**src/rtl/cpu_defs_pkg.sv**
```systemverilog
// Shared CPU definitions for the execute-stage multiply/divide unit:
// op_type encodings and the multiply/divide FSM state type.
package cpu_defs;

    localparam int MD_OP_W = 3;

    typedef enum logic [MD_OP_W-1:0] {
        MD_NONE  = 3'd0,
        MD_MULT  = 3'd1,
        MD_MULTU = 3'd2,
        MD_DIV   = 3'd3,
        MD_DIVU  = 3'd4,
        MD_MTHI  = 3'd5,
        MD_MTLO  = 3'd6
    } md_op_t;

    typedef enum logic [1:0] {
        IDLE    = 2'd0,
        DIV_RUN = 2'd1,
        DONE    = 2'd2
    } md_state_t;

endpackage

```
**src/rtl/md_div_core.sv**
```systemverilog
// Unsigned radix-2 restoring divider datapath: one quotient bit per step.
// Next-step quotient/remainder are exposed so the owner can commit on the last step.
module md_div_core #(
    parameter int DATA_W = 32
) (
    input  logic              clk,
    input  logic              rst,
    input  logic              i_start,
    input  logic              i_step,
    input  logic              i_abort,
    input  logic [DATA_W-1:0] i_dividend,
    input  logic [DATA_W-1:0] i_divisor,
    output logic              o_last,
    output logic [DATA_W-1:0] o_quo_next,
    output logic [DATA_W-1:0] o_rem_next
);

    localparam int CNT_W = $clog2(DATA_W);

    logic [DATA_W-1:0] r_rem;
    logic [DATA_W-1:0] r_quo;
    logic [DATA_W-1:0] r_dvs;
    logic [CNT_W-1:0]  r_cnt;
    logic [DATA_W:0]   w_shifted;
    logic [DATA_W:0]   w_diff;

    // A zero divisor never borrows, which naturally yields all-ones quotient and rem = dividend.
    assign w_shifted  = {r_rem, r_quo[DATA_W-1]};
    assign w_diff     = w_shifted - {1'b0, r_dvs};
    assign o_rem_next = w_diff[DATA_W] ? w_shifted[DATA_W-1:0] : w_diff[DATA_W-1:0];
    assign o_quo_next = {r_quo[DATA_W-2:0], ~w_diff[DATA_W]};
    assign o_last     = (r_cnt == CNT_W'(DATA_W - 1));

    always_ff @(posedge clk or posedge rst) begin
        if (rst) begin
            r_rem <= '0;
            r_quo <= '0;
            r_dvs <= '0;
            r_cnt <= '0;
        end else if (i_start) begin
            r_rem <= '0;
            r_quo <= i_dividend;
            r_dvs <= i_divisor;
            r_cnt <= '0;
        end else if (i_abort) begin
            r_cnt <= '0;
        end else if (i_step) begin
            r_rem <= o_rem_next;
            r_quo <= o_quo_next;
            r_cnt <= r_cnt + 1'b1;
        end
    end

endmodule

```
**src/rtl/exe_muldiv_unit.sv**
```systemverilog
// Execute-stage multiply/divide engine owning HI/LO. Multiplies and MTHI/MTLO commit in one
// cycle; divides run DATA_W iterations in md_div_core while busy stalls the front of the pipe.
module exe_muldiv_unit
    import cpu_defs::*;
#(
    parameter int DATA_W = 32
) (
    input  logic              clk,
    input  logic              rst,
    input  logic              op_valid,
    input  logic [2:0]        op_type,
    input  logic [DATA_W-1:0] src_a,
    input  logic [DATA_W-1:0] src_b,
    input  logic              cancel,
    output logic              busy,
    output logic [DATA_W-1:0] hi,
    output logic [DATA_W-1:0] lo
);

    md_state_t           r_state;
    md_state_t           w_state_next;
    logic [DATA_W-1:0]   r_hi;
    logic [DATA_W-1:0]   r_lo;
    logic                r_neg_q;
    logic                r_neg_r;
    md_op_t              w_op;
    logic                w_is_signed;
    logic                w_a_neg;
    logic                w_b_neg;
    logic [DATA_W-1:0]   w_abs_a;
    logic [DATA_W-1:0]   w_abs_b;
    logic [2*DATA_W-1:0] w_ext_a;
    logic [2*DATA_W-1:0] w_ext_b;
    logic [2*DATA_W-1:0] w_prod;
    logic                w_div_start;
    logic                w_div_step;
    logic                w_div_abort;
    logic                w_div_last;
    logic [DATA_W-1:0]   w_quo_next;
    logic [DATA_W-1:0]   w_rem_next;
    logic [DATA_W-1:0]   w_quo_fix;
    logic [DATA_W-1:0]   w_rem_fix;
    logic                w_busy;
    logic                w_hi_we;
    logic                w_lo_we;
    logic [DATA_W-1:0]   w_hi_d;
    logic [DATA_W-1:0]   w_lo_d;

    assign w_op        = md_op_t'(op_type);
    assign w_is_signed = (w_op == MD_DIV);
    assign w_a_neg     = w_is_signed & src_a[DATA_W-1];
    assign w_b_neg     = w_is_signed & src_b[DATA_W-1];
    assign w_abs_a     = w_a_neg ? (~src_a + 1'b1) : src_a;
    assign w_abs_b     = w_b_neg ? (~src_b + 1'b1) : src_b;

    // Sign- or zero-extending to 2*DATA_W lets one unsigned multiply serve both MULT and MULTU.
    assign w_ext_a = (w_op == MD_MULT) ? {{DATA_W{src_a[DATA_W-1]}}, src_a} : {{DATA_W{1'b0}}, src_a};
    assign w_ext_b = (w_op == MD_MULT) ? {{DATA_W{src_b[DATA_W-1]}}, src_b} : {{DATA_W{1'b0}}, src_b};
    assign w_prod  = w_ext_a * w_ext_b;

    assign w_quo_fix = r_neg_q ? (~w_quo_next + 1'b1) : w_quo_next;
    assign w_rem_fix = r_neg_r ? (~w_rem_next + 1'b1) : w_rem_next;

    md_div_core #(.DATA_W(DATA_W)) u_div_core (
        .clk        (clk),
        .rst        (rst),
        .i_start    (w_div_start),
        .i_step     (w_div_step),
        .i_abort    (w_div_abort),
        .i_dividend (w_abs_a),
        .i_divisor  (w_abs_b),
        .o_last     (w_div_last),
        .o_quo_next (w_quo_next),
        .o_rem_next (w_rem_next)
    );

    always_ff @(posedge clk or posedge rst) begin
        if (rst) begin
            r_state <= IDLE;
        end else begin
            r_state <= w_state_next;
        end
    end

    always_comb begin
        w_state_next = r_state;
        w_busy       = 1'b0;
        w_div_start  = 1'b0;
        w_div_step   = 1'b0;
        w_div_abort  = 1'b0;
        w_hi_we      = 1'b0;
        w_lo_we      = 1'b0;
        w_hi_d       = r_hi;
        w_lo_d       = r_lo;
        case (r_state)
            IDLE: begin
                if (op_valid && !cancel) begin
                    case (w_op)
                        MD_MULT, MD_MULTU: begin
                            w_hi_we = 1'b1;
                            w_lo_we = 1'b1;
                            w_hi_d  = w_prod[2*DATA_W-1:DATA_W];
                            w_lo_d  = w_prod[DATA_W-1:0];
                        end
                        MD_DIV, MD_DIVU: begin
                            w_busy       = 1'b1;
                            w_div_start  = 1'b1;
                            w_state_next = DIV_RUN;
                        end
                        MD_MTHI: begin
                            w_hi_we = 1'b1;
                            w_hi_d  = src_a;
                        end
                        MD_MTLO: begin
                            w_lo_we = 1'b1;
                            w_lo_d  = src_a;
                        end
                        default: ;
                    endcase
                end
            end
            DIV_RUN: begin
                w_busy = 1'b1;
                if (cancel) begin
                    w_div_abort  = 1'b1;
                    w_state_next = IDLE;
                end else begin
                    w_div_step = 1'b1;
                    if (w_div_last) begin
                        w_hi_we      = 1'b1;
                        w_lo_we      = 1'b1;
                        w_hi_d       = w_rem_fix;
                        w_lo_d       = w_quo_fix;
                        w_state_next = DONE;
                    end
                end
            end
            // The divide instruction is still in exe here, so its op_valid must not restart it.
            DONE: w_state_next = IDLE;
            default: w_state_next = IDLE;
        endcase
    end

    always_ff @(posedge clk or posedge rst) begin
        if (rst) begin
            r_hi    <= '0;
            r_lo    <= '0;
            r_neg_q <= 1'b0;
            r_neg_r <= 1'b0;
        end else begin
            if (w_hi_we) r_hi <= w_hi_d;
            if (w_lo_we) r_lo <= w_lo_d;
            if (w_div_start) begin
                r_neg_q <= w_a_neg ^ w_b_neg;
                r_neg_r <= w_a_neg;
            end
        end
    end

    assign busy = w_busy;
    assign hi   = r_hi;
    assign lo   = r_lo;

endmodule
```
**config.mk**
```make
export PLATFORM = sky130hd
export DESIGN_NAME = exe_muldiv_unit
export DESIGN_NICKNAME = d
export VERILOG_FILES = /design/src/rtl/cpu_defs_pkg.sv /design/src/rtl/md_div_core.sv /design/src/rtl/exe_muldiv_unit.sv
export SDC_FILE = /design/constraint.sdc
export NUM_CORES = 2
export LEC_CHECK = 0
export CAP_MARGIN = 20
export CORE_MARGIN = 3
export CORE_UTILIZATION = 55
export CTS_BUF_LIST = sky130_fd_sc_hd__clkbuf_2 sky130_fd_sc_hd__clkbuf_4 sky130_fd_sc_hd__clkbuf_8
export CTS_CLUSTER_SIZE = 10
export DETAILED_ROUTE_END_ITERATION = 8
export GPL_ROUTABILITY_DRIVEN = 0
export PLACE_DENSITY = 0.72
export SLEW_MARGIN = 20
export SYNTH_ARGS = -nofsm -noshare
export SYNTH_HDL_FRONTEND = slang
export SYNTH_SLANG_ARGS = --single-unit
```
**constraint.sdc**
```tcl
create_clock -name clk -period 6.8 [get_ports clk]
set_clock_uncertainty 0.05 [all_clocks]
set_input_delay 1.02 -clock clk [delete_from_list [all_inputs] [get_ports clk]]
set_output_delay 1.02 -clock clk [all_outputs]
set_load 0.02 [all_outputs]
```
==> summary.md <==
| Metric | Value |
|---|---|
| Htree depth | 4 |
| Area delta synth->final | 22.3% |
| Run status | complete, but fails checks |
| First-pass GRT wire length | 319,000 um |
| Die Y | 337 um |
| Synth warn | 0 |
| Register area share after synthesis | 7.01% |
| Synth unique cells | 90 |
| Critical path launch point type | input pin |
| Most frequent CP cell | fa_1 |
| Most frequent cells in the layout | inv_1, fa_1, nand2_1, buf_4, and2_1 |
| Layout fillers | 7,853 |
| Tmin final | 9.66 ns |
| Layout cell share with drive strength beyond 1 | 20.3% |
| Initial core utilization | 55.9% |
| MaxCap Viol Count | 0 |
| Clk pin slew, worst setup/hold paths | 0.09 ns |
| Unrepaired setup endpoints after global routing | true |
| Critical path type | input pin to flip-flop |
| Min-Delay Path Class | flip-flop to flip-flop |
| Synthesized flop and latch total | 169 |
| Mapped Nets | 8,607 |
| Total routed wirelength | 219,000 um |
| I/O Buffers | 135 |
| Fin crit share | 142% |
| Routed via count | 52,059 |
| Mean area per synthesized cell | 8.91 sq um |
| Vias in the first global route | 54,716 |
| Main synth FF type | dfrtp_1 |
| Post-detail-place hpwl | 165,000 um |
| Final setup violation count | 55 |
| # DRC | 0 |
| Rel. slew slack | 27.9% |
| CP Data Arrival Time | 10.04 ns |
| Final Util | 68.3% |
| Final worst slack | -2.86 ns |
| Failing checks | setup timing |
| CORE AREA | 108,000 sq um |
| F_max | 103 MHz |
| Max-slew violations | 0 |
| CP max stage delay | 0.58 ns |
| Tightest Pin Transition | 1.08 ns |
| Final Hold Fails | 0 |
| FFs w/ async S/R, synth | 100% |
| Pin count of the biggest net entering global routing | 106 |
| CTS Sinks | 169 |
| Mapped Area | 60,300 sq um |
| DR iter-0 viols | 5,256 |
| Row cnt | 120 |
| CTS Buf Count | 17 |
| R2R depth | 21 |
| CTS Root Cell | clkbuf_8 |
| Post-Syn Instances | 6,770 |
| CP Data Required Time | 7.17 ns |
| Vias per std cell | 5.87 |
| Io pins | 136 |
| Final #Nets | 9,276 |
| Number of flops mapped to enable cells by yosys | 0 |
| Hold path depth | 2 |
| CTS tree | yes |
| Worst skew pair latency | 0.49 ns |
| Overflow after GRT | 0 |
| Initial antenna violation count | 15 |
| Clock Tree Buf Depth | 2 |
| Hold-fix buffers at CTS | 0 |
| Post-DRT Antenna Nets | 0 |
| Critical path's slowest cell | fa_1 |
| Nature of the critical path endpoint | flip-flop |
| Routed length per instance | 24.7 um |
| Chip Width | 337 um |
| Die area | 114,000 sq um |
| All-layer global routing usage | 37.4% |
| Drt pass-1 iters | 7 |
| Commonest non-fill, non-tap cell in the layout | inv_1 |
| Crit Path Max Fanout | 7 |
flip-flops by register name (all words and copies together), names as in the netlist:
name              count
r_state               2
r_neg_q               1
r_neg_r               1
u_div_core.r_rem     32
u_div_core.r_cnt      5
u_div_core.r_quo     32
lo                   32
u_div_core.r_dvs     32
hi                   32
critical path: cells and delay by family:
family          cells  cell delay [ns]
compound gates      6             1.11
buf+inv             9             0.83
fa+ha+maj          11             5.52
simple gates       10             1.52
per-stage QoR:
stage	setup slack [ns]	TNS [ns]	area [sq um]	cells	hold slack [ns]
after floorplan	-2.73	-83.69	62200	6770	0.400
after global placement	-3.67	-150.67	69100	8674	0.413
after detailed placement	-3.78	-155.94	69100	8674	0.420
after CTS	-2.85	-102.86	72200	8800	0.440
after global routing	-3.05	-118.73	73700	8855	0.461
final	-2.86	-109.23	73800	8870	0.438
final timing paths:
check                                                   endpoint                        startpoint  slack (ns)
worst max-delay path                          hi[31]$_DFFE_PP0P_                        op_type[0]       -2.86
worst min-delay path             u_div_core.r_dvs[8]$_DFFE_PP0P_   u_div_core.r_dvs[8]$_DFFE_PP0P_        0.44
worst max register to register                hi[26]$_DFFE_PP0P_  u_div_core.r_quo[31]$_DFFE_PP0P_        0.73
worst min register to register   u_div_core.r_dvs[8]$_DFFE_PP0P_   u_div_core.r_dvs[8]$_DFFE_PP0P_        0.44
max in group asynchronous       u_div_core.r_rem[23]$_DFFE_PP0P_                               rst        4.19
min in group asynchronous        u_div_core.r_rem[7]$_DFFE_PP0P_                               rst        1.00
routing by layer:
metal	GRT usage, %	routed length (um)	vias up
li1	-	-	21633
met1	46.3	74900	25997
met2	58.2	95200	3416
met3	10.7	29500	1007
met4	23.2	19600	6
met5	0	43	-
cells in the mapped netlist (all sizes together) (32+ instances only):
cell,n,area share [%]
a211oi,32,0.41
a21o,50,0.62
a21oi,191,1.6
a31oi,55,0.57
and2,412,4.3
and3,38,0.40
buf,73,0.51
clkbuf,311,1.9
dfrtp,169,7.0
fa,1420,47
ha,346,7.2
inv,1571,9.8
nand2,948,5.9
nand3,67,0.56
nor2,196,1.2
nor3,47,0.41
o211ai,32,0.40
o21ai,212,1.8
xnor2,158,2.3
xor2,85,1.2
cells by family after synthesis:
group           count (synthesis)  synth area share, %
compound gates                759                 8.01
flops                         169                 7.01
mux                            31                0.521
xor+xnor                      245                 3.60
fa+ha+maj                    1770                 54.4
buf+inv                      1957                 12.2
simple gates                 1839                 14.3
timing repair:
action,in CTS,in global routing
resized for setup,458,290
setup endpoints to repair,55,56
hold endpoints to repair,0,0
pin swaps,309,206
buffers inserted,99,66
cloned,12,8
cell type report:
class / instances / area (sq um) / area share (%)
timing repair buffer: 1034 / 10100 / 13.7
clock inverter: 10 / 165 / 0.224
multi-input combinational: 4644 / 51300 / 69.5
sequential: 169 / 4230 / 5.73
antenna: 16 / 40.0 / 0.0543
tap: 1403 / 1760 / 2.38
inverter: 1573 / 5920 / 8.03
clock buffer: 21 / 283 / 0.383
Power is not shown: default switching activity piles up to over one toggle a cycle in this logic, so the estimate is an artifact.
